[src/rtl/n1_pbus_arb.sv]
// Two-initiator arbiter for the N1 pipelined Wishbone program bus.
// Define N1_PBUS_ARB_RR_EN for round-robin; default is fixed priority (port 0).
module n1_pbus_arb #(
    parameter int ADR_WIDTH = 16,
    parameter int DAT_WIDTH = 16,
    parameter int MAX_OUTST = 4
) (
    input  logic                 clk_i,
    input  logic                 async_rst_i,
    input  logic                 pbus0_cyc_i,
    input  logic                 pbus0_stb_i,
    input  logic                 pbus0_we_i,
    input  logic [ADR_WIDTH-1:0] pbus0_adr_i,
    input  logic [DAT_WIDTH-1:0] pbus0_dat_i,
    output logic                 pbus0_ack_o,
    output logic                 pbus0_err_o,
    output logic                 pbus0_rty_o,
    output logic                 pbus0_stall_o,
    output logic [DAT_WIDTH-1:0] pbus0_dat_o,
    input  logic                 pbus1_cyc_i,
    input  logic                 pbus1_stb_i,
    input  logic                 pbus1_we_i,
    input  logic [ADR_WIDTH-1:0] pbus1_adr_i,
    input  logic [DAT_WIDTH-1:0] pbus1_dat_i,
    output logic                 pbus1_ack_o,
    output logic                 pbus1_err_o,
    output logic                 pbus1_rty_o,
    output logic                 pbus1_stall_o,
    output logic [DAT_WIDTH-1:0] pbus1_dat_o,
    output logic                 pbus_cyc_o,
    output logic                 pbus_stb_o,
    output logic                 pbus_we_o,
    output logic [ADR_WIDTH-1:0] pbus_adr_o,
    output logic [DAT_WIDTH-1:0] pbus_dat_o,
    input  logic                 pbus_ack_i,
    input  logic                 pbus_err_i,
    input  logic                 pbus_rty_i,
    input  logic                 pbus_stall_i,
    input  logic [DAT_WIDTH-1:0] pbus_dat_i,
    output logic [1:0]           prb_arb_state_o,
    output logic [3:0]           prb_arb_outst_o
);

    typedef enum logic [1:0] {
        IDLE = 2'd0,
        GNT0 = 2'd1,
        GNT1 = 2'd2
    } state_t;

    localparam logic [3:0] MAX_CNT = 4'(MAX_OUTST);

    state_t     state_q, state_d;
    logic [3:0] outst_q, outst_d;
    logic       full;
    logic       rsp_ok;
    logic       rsp;
    logic       accept;
    logic       abort;
    logic       pick1;

`ifdef N1_PBUS_ARB_RR_EN
    // last_q = 1 means port 1 was the most recent owner
    logic last_q, last_d;
    assign pick1 = ~last_q;
`else
    assign pick1 = 1'b0;
`endif

    assign full   = (outst_q == MAX_CNT);
    assign rsp_ok = (state_q != IDLE) && (outst_q != 4'd0);
    assign rsp    = rsp_ok & (pbus_ack_i | pbus_err_i | pbus_rty_i);
    assign accept = pbus_stb_o & ~pbus_stall_i;
    assign abort  = ((state_q == GNT0) && !pbus0_cyc_i) ||
                    ((state_q == GNT1) && !pbus1_cyc_i);

    assign pbus0_dat_o     = pbus_dat_i;
    assign pbus1_dat_o     = pbus_dat_i;
    assign prb_arb_state_o = state_q;
    assign prb_arb_outst_o = outst_q;

    always_comb begin
        state_d       = state_q;
`ifdef N1_PBUS_ARB_RR_EN
        last_d        = last_q;
`endif
        pbus_cyc_o    = 1'b0;
        pbus_stb_o    = 1'b0;
        pbus_we_o     = 1'b0;
        pbus_adr_o    = '0;
        pbus_dat_o    = '0;
        pbus0_stall_o = 1'b1;
        pbus1_stall_o = 1'b1;
        pbus0_ack_o   = 1'b0;
        pbus0_err_o   = 1'b0;
        pbus0_rty_o   = 1'b0;
        pbus1_ack_o   = 1'b0;
        pbus1_err_o   = 1'b0;
        pbus1_rty_o   = 1'b0;
        unique case (state_q)
            IDLE: begin
                if (pbus0_cyc_i && pbus1_cyc_i) begin
                    state_d = pick1 ? GNT1 : GNT0;
                end else if (pbus0_cyc_i) begin
                    state_d = GNT0;
                end else if (pbus1_cyc_i) begin
                    state_d = GNT1;
                end
`ifdef N1_PBUS_ARB_RR_EN
                if (pbus0_cyc_i || pbus1_cyc_i)
                    last_d = (state_d == GNT1);
`endif
            end
            GNT0: begin
                pbus_cyc_o    = pbus0_cyc_i;
                pbus_stb_o    = pbus0_stb_i & ~full;
                pbus_we_o     = pbus0_we_i;
                pbus_adr_o    = pbus0_adr_i;
                pbus_dat_o    = pbus0_dat_i;
                pbus0_stall_o = pbus_stall_i | full;
                pbus0_ack_o   = rsp_ok & pbus_ack_i;
                pbus0_err_o   = rsp_ok & pbus_err_i;
                pbus0_rty_o   = rsp_ok & pbus_rty_i;
                if (!pbus0_cyc_i)
                    state_d = IDLE;
            end
            GNT1: begin
                pbus_cyc_o    = pbus1_cyc_i;
                pbus_stb_o    = pbus1_stb_i & ~full;
                pbus_we_o     = pbus1_we_i;
                pbus_adr_o    = pbus1_adr_i;
                pbus_dat_o    = pbus1_dat_i;
                pbus1_stall_o = pbus_stall_i | full;
                pbus1_ack_o   = rsp_ok & pbus_ack_i;
                pbus1_err_o   = rsp_ok & pbus_err_i;
                pbus1_rty_o   = rsp_ok & pbus_rty_i;
                if (!pbus1_cyc_i)
                    state_d = IDLE;
            end
            default: state_d = IDLE;
        endcase
    end

    // Abandoned requests are forgotten once the owner drops its cycle
    always_comb begin
        outst_d = outst_q;
        if (abort)
            outst_d = 4'd0;
        else if (accept && !rsp)
            outst_d = outst_q + 4'd1;
        else if (!accept && rsp)
            outst_d = outst_q - 4'd1;
    end

    always_ff @(posedge clk_i or negedge async_rst_i) begin
        if (!async_rst_i) begin
            state_q <= IDLE;
            outst_q <= 4'd0;
        end else begin
            state_q <= state_d;
            outst_q <= outst_d;
        end
    end

`ifdef N1_PBUS_ARB_RR_EN
    always_ff @(posedge clk_i or negedge async_rst_i) begin
        if (!async_rst_i)
            last_q <= 1'b1;
        else
            last_q <= last_d;
    end
`endif

endmodule

[config.mk]
export PLATFORM = sky130hd
export DESIGN_NAME = n1_pbus_arb
export DESIGN_NICKNAME = d
export VERILOG_FILES = /design/src/rtl/n1_pbus_arb.sv
export SDC_FILE = /design/constraint.sdc
export NUM_CORES = 1
export LEC_CHECK = 0
export BUFFER_PORTS_ARGS = -buffer_cell sky130_fd_sc_hd__buf_2
export CORE_ASPECT_RATIO = 0.9
export CORE_MARGIN = 5
export CORE_UTILIZATION = 29
export DETAILED_ROUTE_END_ITERATION = 8
export GPL_TIMING_DRIVEN = 0
export HOLD_SLACK_MARGIN = 0.08
export PLACE_DENSITY = 0.79
export RECOVER_POWER = 100
export SYNTH_ARGS = -nofsm -noshare
export SYNTH_HDL_FRONTEND = slang
export SYNTH_SLANG_ARGS = --single-unit
[constraint.sdc]
create_clock -name clk_i -period 2.5 [get_ports clk_i]
set_input_delay 0.5 -clock clk_i [delete_from_list [all_inputs] [get_ports clk_i]]
set_output_delay 0.5 -clock clk_i [all_outputs]
set_load 0.05 [all_outputs]
==> flow_summary_export.csv <==
group,metric,value,unit
outcome,outcome,"completed",
grt,grt_max_degree,11,
sta,post-route-period-util,96.7,%
critical_path,cp.arrival,2510,ps
clock_tree,cts_num_sinks,6,
critical_path,required,2590,ps
clock_tree,cts_buffers,3,
routing,ant_nets,0,
finish,antennaDiodeCount,0,
sta,fin_skew,1.46,ps
routing,routed_wl,5600,um
logic_synthesis,synth_warnings,0,
finish,layout.nets,435,
grt,track_usage,15.8,%
routing,drt_pass1_iterations,4,
pwr,power.density,1380,nW/um^2
critical_path,cp-start-kind,"register",
clock_tree,clk_latency,230,ps
logic_synthesis,synth-main-ff-cell,"dfrtp_1",
critical_path,critPathMaxStageDelay,420,ps
pwr,power.share.sequential,7.4,%
finish,n_fill_cell,466,
sta,hold_viol_final,0,
logic_synthesis,synth_area,1350,sq um
floorplanning,die_h,74.8,um
critical_path,rr_startpoint,"prb_arb_state_o[0]",
floorplanning,die_w,82.0,um
logic_synthesis,synth_edf_count,0,
clock_tree,cts_tree,"built",
floorplanning,start_util,30.1,%
pwr,irDropWorstVdd,0.000526,V
logic_synthesis,seq_area_frac_synth,11.1,%
logic_synthesis,yosysUniqueCellTypes,33,
place,placed_area,2310,sq um
sta,drv_slew,0,
grt,gr-total-overflow,0,
logic_synthesis,synthArstFlopShare,100,%
sta,slew_headroom,59.6,%
sta,finalSetupViolCount,0,
sta,worstMarginPinSlew,609,ps
pwr,intPower,1.26,mW
sta,min_period,2420,ps
pwr,leakage,1.22,nW
pwr,combPwrFrac,88.1,%
routing,drt_first_iter_violations,35,
critical_path,critPathKind,"register to register",
floorplanning,core,4490,sq um
critical_path,cp_slowest_cell,"dfrtp_2",
logic_synthesis,avgSynthCellArea,7.81,sq um
pwr,p_clk_share,4.5,%
routing,num_vias,1825,
place,hpwl,4790,um
place,gp_congestion,0.696,
critical_path,r2r_slack,80,ps
finish,fin_area,2370,sq um
finish,layout-drive-gt1-share,62.0,%
flow_run,cap_viol_max_count,0,
sta,fmax,0.414,GHz
critical_path,crit_chain,"inv_4 -> ha_4 -> mux2_4 -> and4bb_4 -> nand2b_4 -> ha_1 -> a21o_1 -> a21o_1 -> nor3b_2 -> o21ai_1 -> nor3b_2",
floorplanning,die-area,6130,sq um
logic_synthesis,yosysTopAreaCellShare,18.3,%
logic_synthesis,synth_common_cells,"a22oi_1 (33), buf_4 (33), nor2b_1 (33), clkbuf_1 (10), inv_1 (8)",
logic_synthesis,yosysTopAreaCell,"a22oi_1",
clock_tree,cts_root_buf,"clkbuf_8",
grt,antenna_found_initial,0,
critical_path,timing.rr.end,"prb_arb_outst_o[3]",
grt,first_global_vias,1773,
floorplanning,io_pins,173,
pwr,p_switching,2.03,mW
logic_synthesis,syn_inst,173,
finish,finalCoreUtilization,52.9,%
logic_synthesis,syn-num-nets,272,
clock_tree,htree_num_levels,1,
critical_path,rr_worst_depth,11,
clock_tree,clk_pin_slew,40,ps
clock_tree,clockBufferDepth,2,
routing,routedWlPerCell,14.2,um
critical_path,cp_max_fo,5,
pwr,swShare,61.8,%
logic_synthesis,synth-seq-cells,6,
critical_path,crit_path_end_kind,"register",
min_path,hp-class,"input pin to asynchronous set/reset pin",
sta,rsz0062_at_grt,"true",
finish,syn_to_final_growth,75.6,%
routing,vias_per_cell,4.61,
floorplanning,core.rowCount,23,
routing,drc,0,
place,io_buffer_count,156,
grt,grt_first_pass_wirelength,7780,um
logic_synthesis,synth.area.top_cells,"a22oi_1 (18%), buf_4 (18%), nor2b_1 (15%), dfrtp_1 (11%), ha_1 (5.6%)",
-- layer usage --
layer  vias to the layer above  track usage (%)  share of wire, %  routed length, um
li1                        899                -                 -                  -
met1                       852             18.8                38               2120
met2                        69             29.1                54               3040
met3                         5             2.87               6.9                389
met4                         0             4.06              0.84                 47
met5                         -                0                 0                  0
-- worst max path at each step --
stage / from / end / slack (ps)
finish: prb_arb_state_o[0] / prb_arb_outst_o[3] / 80
global route: prb_arb_state_o[1] / prb_arb_outst_o[3] / -30
CTS: prb_arb_state_o[0] / prb_arb_outst_o[3] / 10
detailed placement: prb_arb_state_o[0] / prb_arb_outst_o[3] / -110
global placement: prb_arb_state_o[0] / prb_arb_outst_o[3] / -80
floorplan: prb_arb_state_o[0] / prb_arb_outst_o[3] / -150
-- metrics by stage --
stage	power, mW	hold WS (ps)	TNS [ps]	worst slack (ps)	std cells
CTS	3.22	95.2	0	10.7	395
floorplan	2.45	204	-154	-154	173
detailed placement	3.03	333	-756	-109	391
global placement	2.99	325	-518	-76.1	391
global route	3.52	177	-42.1	-30.0	396
finish	3.28	139	0	81.7	396
-- worst max-delay path, delay by kind of cell, from the launching register on --
| family | cells | cell delay (ps) |
|---|---|---|
| fa+ha+maj | 2 | 390 |
| compound gates | 3 | 410 |
| mux | 1 | 310 |
| buf+inv | 1 | 90 |
| simple gates | 4 | 650 |
| flops | 1 | 420 |
-- cell usage in the layout, fill, tap and decap left out, types with 4 or more instances in the layout --
master	instances
a22oi_1	33
and3_1	6
buf_2	114
buf_4	36
clkbuf_1	41
clkbuf_4	5
dfrtp_1	4
ha_1	4
inv_1	7
nand2_1	4
nor2_1	6
nor2b_2	30
-- kinds of logic after synthesis --
group	after synthesis	share of synthesized area (%)
adder cells (fa/ha/maj)	7	7.04
AND/OR/NAND/NOR	60	29.4
buffers and inverters	51	23.3
flip-flops	6	11.1
XOR/XNOR	3	3.33
AO/OA/AOI/OAI	44	24.2
multiplexers	2	1.57
-- flip-flops by register name (all words and copies together), names as in the netlist --
signal           cells
prb_arb_outst_o      4
prb_arb_state_o      2
-- what timing repair did --
action / in CTS / in global routing
gates cloned: 0 / 0
buffers inserted: 2 / 1
hold buffers: 0 / 0
gates resized for setup: 5 / 19
setup endpoints to repair: 13 / 31
pin swaps: 1 / 0
-- cell type report --
| cell class | instances | area, sq um | area share [%] |
|---|---|---|---|
| repair buffers | 159 | 766 | 32.3 |
| clock buffers | 3 | 41.3 | 1.74 |
| well taps | 62 | 77.6 | 3.27 |
| inverters | 8 | 32.5 | 1.37 |
| flip-flops and latches | 6 | 153 | 6.43 |
| plain buffers | 42 | 289 | 12.2 |
| multi-input cells | 116 | 1010 | 42.8 |
-- power by group through the flow --
stage | logic [mW] | registers [mW] | clock network (mW)
floorplan | 2.07 | 0.374 | 0
global placement | 2.76 | 0.229 | 0
detailed placement | 2.80 | 0.232 | 0
CTS | 2.85 | 0.225 | 0.150
global route | 3.11 | 0.251 | 0.156
finish | 2.89 | 0.241 | 0.149
No activity file was read; power rests on OpenSTA's default activity.
